===== src/rtl/round_robin_lock_arbiter.sv =====
// +--------------------------------------------------------------------------+
// | round_robin_lock_arbiter: round-robin arbiter whose grant stays locked   |
// | to its owner until the owner drops req. Option macro: ARB_TIMEOUT_EN.    |
// | Revision: 1.0                                                            |
// +--------------------------------------------------------------------------+
`default_nettype none

module round_robin_lock_arbiter #(
  parameter int N        = 4,
  parameter int MAX_HOLD = 8
) (
  input  logic                 clk,
  input  logic                 rst_n,
  input  logic [N-1:0]         req,
  output logic [N-1:0]         grant,
  output logic                 grant_vld,
  output logic [$clog2(N)-1:0] grant_id,
  output logic                 timeout
);

  localparam int IW = $clog2(N);
  localparam logic [0:0] ST_IDLE = 1'b0;
  localparam logic [0:0] ST_BUSY = 1'b1;

  // Unsupported sizes leave nothing meaningful to build.
  if (N < 2 || MAX_HOLD < 2) begin : g_param_guard
  end

  logic [0:0]    state_q, state_d;
  logic [IW-1:0] ptr_q, ptr_d;
  logic [N-1:0]  grant_q, grant_d;
  logic          grant_vld_q, grant_vld_d;
  logic [IW-1:0] grant_id_q, grant_id_d;
  logic [IW:0]   pick;
  logic          owner_req;

  // Returns {found, index} of the first set bit scanning upward from base, wrapping.
  function automatic logic [IW:0] rr_pick(input logic [N-1:0] vec, input logic [IW-1:0] base);
    logic [IW:0]   res;
    logic [IW-1:0] idx;
    res = '0;
    for (int k = 0; k < N; k++) begin
      idx = IW'((int'(base) + k) % N);
      if (!res[IW] && vec[idx]) res = {1'b1, idx};
    end
    return res;
  endfunction

  function automatic logic [IW-1:0] next_idx(input logic [IW-1:0] i);
    return (int'(i) == N - 1) ? '0 : i + IW'(1);
  endfunction

`ifdef ARB_TIMEOUT_EN
  localparam int HW = $clog2(MAX_HOLD);
  logic [HW-1:0] hold_cnt_q, hold_cnt_d;
  logic          timeout_q, timeout_d;
  logic [N-1:0]  others;
`endif

  assign owner_req = req[grant_id_q];

  always_comb begin
    state_d     = state_q;
    ptr_d       = ptr_q;
    grant_vld_d = grant_vld_q;
    grant_id_d  = grant_id_q;
    pick        = '0;
`ifdef ARB_TIMEOUT_EN
    hold_cnt_d  = hold_cnt_q;
    timeout_d   = 1'b0;
    others      = req;
`endif
    case (state_q)
      ST_IDLE: begin
        pick = rr_pick(req, ptr_q);
        if (pick[IW]) begin
          grant_id_d  = pick[IW-1:0];
          grant_vld_d = 1'b1;
          state_d     = ST_BUSY;
`ifdef ARB_TIMEOUT_EN
          hold_cnt_d  = '0;
`endif
        end
      end
      ST_BUSY: begin
        if (!owner_req) begin
          // Release: rotate past the owner and re-arbitrate on the same edge.
          ptr_d = next_idx(grant_id_q);
          pick  = rr_pick(req, ptr_d);
          if (pick[IW]) begin
            grant_id_d = pick[IW-1:0];
          end else begin
            grant_id_d  = '0;
            grant_vld_d = 1'b0;
            state_d     = ST_IDLE;
          end
`ifdef ARB_TIMEOUT_EN
          hold_cnt_d = '0;
        end else if (hold_cnt_q == HW'(MAX_HOLD - 1)) begin
          // Forced release; with no competitor the owner simply keeps the grant.
          ptr_d              = next_idx(grant_id_q);
          others[grant_id_q] = 1'b0;
          pick               = rr_pick(others, ptr_d);
          if (pick[IW]) grant_id_d = pick[IW-1:0];
          hold_cnt_d = '0;
          timeout_d  = 1'b1;
        end else begin
          hold_cnt_d = hold_cnt_q + HW'(1);
`endif
        end
      end
      default: begin
        state_d     = ST_IDLE;
        grant_vld_d = 1'b0;
        grant_id_d  = '0;
      end
    endcase
    grant_d = grant_vld_d ? ({{(N-1){1'b0}}, 1'b1} << grant_id_d) : '0;
  end

  always_ff @(posedge clk or negedge rst_n) begin
    if (!rst_n) begin
      state_q     <= ST_IDLE;
      ptr_q       <= '0;
      grant_q     <= '0;
      grant_vld_q <= 1'b0;
      grant_id_q  <= '0;
    end else begin
      state_q     <= state_d;
      ptr_q       <= ptr_d;
      grant_q     <= grant_d;
      grant_vld_q <= grant_vld_d;
      grant_id_q  <= grant_id_d;
    end
  end

`ifdef ARB_TIMEOUT_EN
  always_ff @(posedge clk or negedge rst_n) begin
    if (!rst_n) begin
      hold_cnt_q <= '0;
      timeout_q  <= 1'b0;
    end else begin
      hold_cnt_q <= hold_cnt_d;
      timeout_q  <= timeout_d;
    end
  end
  assign timeout = timeout_q;
`else
  assign timeout = 1'b0;
`endif

  assign grant     = grant_q;
  assign grant_vld = grant_vld_q;
  assign grant_id  = grant_id_q;

endmodule

`default_nettype wire


===== config.mk =====
export PLATFORM = sky130hd
export DESIGN_NAME = round_robin_lock_arbiter
export DESIGN_NICKNAME = d
export VERILOG_FILES = /design/src/rtl/round_robin_lock_arbiter.sv
export SDC_FILE = /design/constraint.sdc
export NUM_CORES = 1
export LEC_CHECK = 0
export BUFFER_PORTS_ARGS = -buffer_cell sky130_fd_sc_hd__buf_2
export CORE_UTILIZATION = 45
export CTS_CLUSTER_SIZE = 14
export DETAILED_ROUTE_END_ITERATION = 10
export HOLD_SLACK_MARGIN = 0.12
export PLACE_DENSITY = 0.72
export SYNTH_ARGS = -nofsm -noshare
export SYNTH_HDL_FRONTEND = slang
export SYNTH_SLANG_ARGS = --single-unit

===== constraint.sdc =====
create_clock -name clk -period 3.3 [get_ports clk]
set_input_delay 0.33 -clock clk [delete_from_list [all_inputs] [get_ports clk]]
set_output_delay 0.33 -clock clk [all_outputs]
set_load 0.05 [all_outputs]

==> reports/metrics.cfg, run 1 <==
[timing]
fin_tns_setup_ns = 0
fin_crit_ns = 2.66
finalSetupViolations = 0
finalWorstSetupSlack_ns = 0.635
skew_ns = 0.000520
upper_clock_frequency_limit_mhz = 375
worstMarginPinSlew_ns = 0.471
hold_violations = 0
min_period_over_period_pct = 80.8
setup_repair_after_global_routing_missed_its_margin = no
slew_headroom_pct = 67.7
final-max-slew-violation-count = 0

[clock_network]
cts-buffers-inserted = 3
clk_latency_ns = 0.26
cts.reportedPaths.clkPinSlew_ns = 0.06
cts_max_path_buffers = 2
cts_tree = built
cts.repair_timing.setup_buffer_count = 0
cts-hold-fix-buffers = 1
clock-root-buffer = sky130_fd_sc_hd__clkbuf_4
post_cts_resize_count = 0
clock_sinks = 10
htree_levels = 1

[layout]
final_common_cell = sky130_fd_sc_hd__buf_2
finish.instance_area_um2 = 1000
n_antenna_cell = 0
ff_latch_area_um2 = 250
final_layout_size_suffix_gt1_share_pct = 15.7
layout-area-overhead-vs-synth_pct = 9.89
most-common-layout-cells = sky130_fd_sc_hd__buf_2 (12), sky130_fd_sc_hd__a21oi_1 (10), sky130_fd_sc_hd__dfrtp_1 (10)
num-nets-final = 132
multi_input_area_um2 = 589
final.fill_count = 161

[floorplan]
fp.coreArea_um2 = 1800
die_y_um = 47.0
pin_count = 14
floorplan.die.width_um = 47.0
placementRows = 15
initial_core_util_pct = 50.6
total_die_area_um2 = 2210

[routing]
drt_pass1_iterations = 4
routed_wire_length_per_instance_um = 14.3
ant_nets = 0
total_number_of_vias = 862
routed_wirelength_um = 2080
post_drt_via_cell_ratio = 5.90
drt-initial-drc-count = 52
drt_drc_violations_left = 0

[power_and_ir_drop]
powerDensity_nw_per_um2 = 1070
netSwitchingFraction_pct = 52.4
pwr-share-clk_pct = 7.6
cellInternalPower_w = 0.000510
peakVddDrop_mv = 0.484
seq_power_share_pct = 22.9
power.combinational.fraction_pct = 69.6
power_leakage_nw = 0.445
switchingPower_w = 0.000561

[logic_synthesis]
ys.warnings.count = 0
synth_nets = 120
synthesis.instances = 111
synthesis.area_um2 = 911
yosys_most_used_dff = sky130_fd_sc_hd__dfrtp_1
ys_seq_area_share_pct = 27.5
synth-async-reset-ratio_pct = 100
synth.ff_latch_count = 10
ys_types = 44
post_synth_edffs = 0
synth_area_per_inst_um2 = 8.21

[critical_path]
worst_setup_path_start_kind = flip-flop
crit_path_max_fanout = 16
regToRegSetupSlack_ns = 0.64
worstPathArrival_ns = 2.79
rr_endpoint = grant[0]$_DFF_PN0_
worst_setup_path_startpoint = grant_id[0]$_DFF_PN0_
endpoint = grant[0]$_DFF_PN0_
criticalPathCategory = reg -> reg
timing.critical_path.required_ns = 3.43
setup.worst_path.end_class = flip-flop
timing.reg2reg.worst_path_depth = 8
critical_register_to_register_path_startpoint = grant_id[0]$_DFF_PN0_

[placement]
finalWeightedCongestion = 0.992
port-buffer-count = 12
placedInstanceArea_um2 = 968
post-dp-hpwl_um = 1570
detailedPlace.worstSlack_ns = 0.672

[global_routing]
grt_start_max_net_pins = 17
gr-total-overflow = 0
first_global_vias = 803
antenna_violations_before_repair = 0
gr-usage-all-layers_pct = 22.7
grt_pass1_wl_um = 3550

[run_status]
run_status = finished, final reports clean

[flow_run]
max-cap-violations = 0

[hold_path]
min_path_type = in -> async

[critical path: stages (launching register included)]
cell and delay [ns]:
sky130_fd_sc_hd__dfrtp_1 0.65, sky130_fd_sc_hd__inv_1 0.13, sky130_fd_sc_hd__ha_1 0.42, sky130_fd_sc_hd__o21a_1 0.15, sky130_fd_sc_hd__or4b_2 0.63, sky130_fd_sc_hd__a31oi_1 0.25
sky130_fd_sc_hd__a21oi_1 0.13, sky130_fd_sc_hd__nand2b_1 0.12, sky130_fd_sc_hd__nor3_1 0.05
[through the flow]
stage | total power, W | utilization (%) | hold slack (ns) | cells
final | 0.00107 | 55.6 | 0.454 | 146
after global routing | 0.00117 | 55.6 | 0.469 | 146
after CTS | 0.00107 | 55.6 | 0.454 | 146
after detailed placement | 0.000982 | 53.8 | 0.197 | 142
after global placement | 0.000979 | 53.8 | 0.194 | 142
after floorplan | 0.000851 | - | 0.0344 | 111
[registers in the layout, indices dropped and copies added, names as in the netlist]
signal and cells:
grant_id 2, grant_vld 1, grant 4, state_q 1
ptr_q 2
[power by group through the flow]
stage                     Clock [W]  Sequential (W)  Combinational (W)
after floorplan                   0        0.000330           0.000521
after global placement            0        0.000244           0.000735
after detailed placement          0        0.000246           0.000736
after CTS                 0.0000830        0.000244           0.000740
after global routing      0.0000882        0.000256           0.000825
final                     0.0000812        0.000245           0.000745
[cells in the mapped netlist, drive strengths merged, types with 4 or more instances]
| cell | count | area (um2) |
|---|---|---|
| dfrtp | 10 | 250 |
| o21ai | 4 | 20.0 |
| nor3 | 8 | 40.0 |
| buf | 4 | 28.8 |
| nand2b | 4 | 25.0 |
| mux2i | 4 | 40.0 |
| a21oi | 10 | 50.1 |
| inv | 8 | 30.0 |
| nand2 | 7 | 26.3 |
| nor2 | 9 | 33.8 |
[metal layers]
layer / GRT usage, % / part of all wire [%] / vias to the layer above
li1: - / - / 433
met1: 32.6 / 48 / 388
met2: 33.3 / 45 / 35
met3: 2.69 / 5.5 / 6
met4: 12.0 / 2.1 / 0
met5: 0 / 0 / -
[worst min path at each step]
stage	startpoint	to
final	rst_n	grant[1]$_DFF_PN0_
after global routing	rst_n	grant_vld$_DFF_PN0_
after CTS	rst_n	grant[1]$_DFF_PN0_
after detailed placement	rst_n	grant_vld$_DFF_PN0_
after global placement	rst_n	grant[1]$_DFF_PN0_
after floorplan	rst_n	grant[0]$_DFF_PN0_
[cell families (layout without fill, tap and decap cells)]
group / after synthesis / count (layout) / share of synthesized area [%]
simple gates: 41 / 41 / 25.4
compound gates: 34 / 34 / 25.3
buf+inv: 15 / 25 / 7.83
flops: 10 / 10 / 27.5
mux: 6 / 6 / 8.52
fa+ha+maj: 3 / 3 / 4.12
other cells: 1 / 1 / 0.412
xor+xnor: 1 / 1 / 0.962
[area by class of cell]
class                           count  share of cell area [%]
Timing Repair Buffer               14                    7.75
Clock buffer                        3                    2.25
Multi-Input combinational cell     86                    58.9
Inverter                            8                    3.00
Sequential cell                    10                    25.0
Tap cell                           25                    3.13
Note: power is estimated with default switching activity, not from simulation.
==> run 2, diff against run 1 <==
Settings changed: PLACE_DENSITY 0.72 to 0.74.
Clock period 3.3 ns to 2.25 ns, I/O delays scaled along.
==> reports/metrics.cfg, run 2 (same netlist as run 1, synthesis figures left out) <==
[clock_network]
cts.reportedPaths.clkPinSlew_ns = 0.06
htree_levels = 1
cts_tree = built
clk_latency_ns = 0.26
cts-buffers-inserted = 3
cts.repair_timing.setup_buffer_count = 0
clock-root-buffer = sky130_fd_sc_hd__clkbuf_4
cts_max_path_buffers = 2
clock_sinks = 10

[critical_path]
worst_setup_path_startpoint = grant_id[0]$_DFF_PN0_
worstPathArrival_ns = 2.28
worst_path_dominant_cell_family = compound AO/OA/AOI/OAI gates
critical_register_to_register_path_startpoint = grant_id[0]$_DFF_PN0_
critical-path-max-stage-delay_ns = 0.46
timing.critical_path.required_ns = 2.38
worst_setup_path_start_kind = flip-flop
crit_chain = inv_4 > ha_4 > xnor2_1 > o32a_1 > or3_1 > a32o_1 > a21oi_1 > nor3_1
setup.worst_path.end_class = flip-flop
critPathBufInv = 1
criticalPathCategory = reg -> reg
crit_path_max_fanout = 8
worst_path_slowest_cell = sky130_fd_sc_hd__dfrtp_2

[placement]
detailedPlace.worstSlack_ns = 0.0468
finalWeightedCongestion = 0.970
port-buffer-count = 12
post-dp-hpwl_um = 1720
placedInstanceArea_um2 = 1010

[timing]
fin_crit_ns = 2.15
finalWorstSetupSlack_ns = 0.101
setup_repair_after_global_routing_missed_its_margin = yes
finalSetupViolations = 0
upper_clock_frequency_limit_mhz = 465
final-max-slew-violation-count = 0
skew_ns = 0.00388
holdWs_ns = 0.349
hold_violations = 0
min_period_over_period_pct = 95.5

[routing]
drt_pass1_iterations = 4
ant_nets = 0
post_drt_via_cell_ratio = 6.09
routed_wirelength_um = 2270
drt-initial-drc-count = 45
total_number_of_vias = 914
drt_drc_violations_left = 0
routed_wire_length_per_instance_um = 15.1

[power_and_ir_drop]
total_power_w = 0.00179
power_leakage_nw = 0.464
peakVddDrop_mv = 0.827
powerDensity_nw_per_um2 = 1660

[layout]
finish.instance_area_um2 = 1080
most-common-layout-cells = sky130_fd_sc_hd__buf_2 (12), sky130_fd_sc_hd__a21oi_1 (10), sky130_fd_sc_hd__nor2_1 (8), sky130_fd_sc_hd__nor3_1 (8), sky130_fd_sc_hd__dfrtp_1 (8)
largest_register_ff_count = 4
num-nets-final = 135
final_layout_size_suffix_gt1_share_pct = 25.6
final_common_cell = sky130_fd_sc_hd__buf_2
n_antenna_cell = 0
layout-area-overhead-vs-synth_pct = 18.7

[global_routing]
gr-usage-all-layers_pct = 23.9
first_global_vias = 812
antenna_violations_before_repair = 0
grt_pass1_wl_um = 3700
gr-total-overflow = 0
grt_start_max_net_pins = 16

[floorplan]
initial_core_util_pct = 50.6
placementRows = 15
total_die_area_um2 = 2210
fp.coreArea_um2 = 1800
die_y_um = 47.0
pin_count = 14
floorplan.die.width_um = 47.0

[flow_run]
max-cap-violations = 0

[run_status]
run_status = finished, final reports clean

[hold_path]
min_path_type = in -> async

-- run 2: cell count changes in the layout (fill, tap and decap cells not counted), sizes merged --
cell and delta:
buf +3, clkbuf +1
-- run 2: worst paths after layout --
check,endpoint,slack [ns],cells past startpoint
worst min register to register,grant_vld$_DFF_PN0_,0.61,2
worst max-delay path,grant[2]$_DFF_PN0_,0.10,8
min in group clk,state_q$_DFF_PN0_,0.52,3
worst max register to register,grant[2]$_DFF_PN0_,0.10,8
max in group asynchronous,grant_id[0]$_DFF_PN0_,1.70,2
worst min-delay path,grant[0]$_DFF_PN0_,0.35,2
-- run 2: layer usage --
layer	track usage (%)	vias to the layer above	wire length [um]
met5	0	-	0
met4	8.00	0	42
met3	5.77	8	117
met2	37.5	36	1100
met1	32.2	431	1000
li1	-	439	-
-- run 2: repair_timing --
action	in CTS	in global routing
hold buffers	1	0
endpoints found under the hold margin	10	0
endpoints found under the setup margin	0	4
resized for setup	0	6
-- run 2: power by group --
group | internal [W] | total, W | switching (W)
Combinational | 0.000532 | 0.00130 | 0.000772
Sequential | 0.000260 | 0.000331 | 0.0000711
Clock | 0.0000982 | 0.000157 | 0.0000586
Total | 0.000891 | 0.00179 | 0.000902
-- run 2: final cells by class --
type | instances | area, um2
Timing Repair Buffer | 17 | 100
Tap cell | 25 | 31.3
Multi-Input combinational cell | 86 | 628
Fill cell | 165 | 721
Sequential cell | 10 | 253
Clock buffer | 4 | 36.3
Inverter | 8 | 32.5
-- run 2: stage by stage --
stage	util, %	std cells	setup TNS, ns
after global routing	60.0	150	-0.0712
after floorplan	-	111	-0.650
after global placement	56.2	145	0
after CTS	58.8	150	0
after detailed placement	56.2	145	0
final	60.0	150	0
-- run 2: worst register-to-register path: cells and delay by family (launching register included) --
family / cells / cell delay [ns]
buf+inv: 1 / 0.09
compound gates: 3 / 0.73
simple gates: 2 / 0.40
fa+ha+maj: 1 / 0.22
flops: 1 / 0.46
xor+xnor: 1 / 0.13
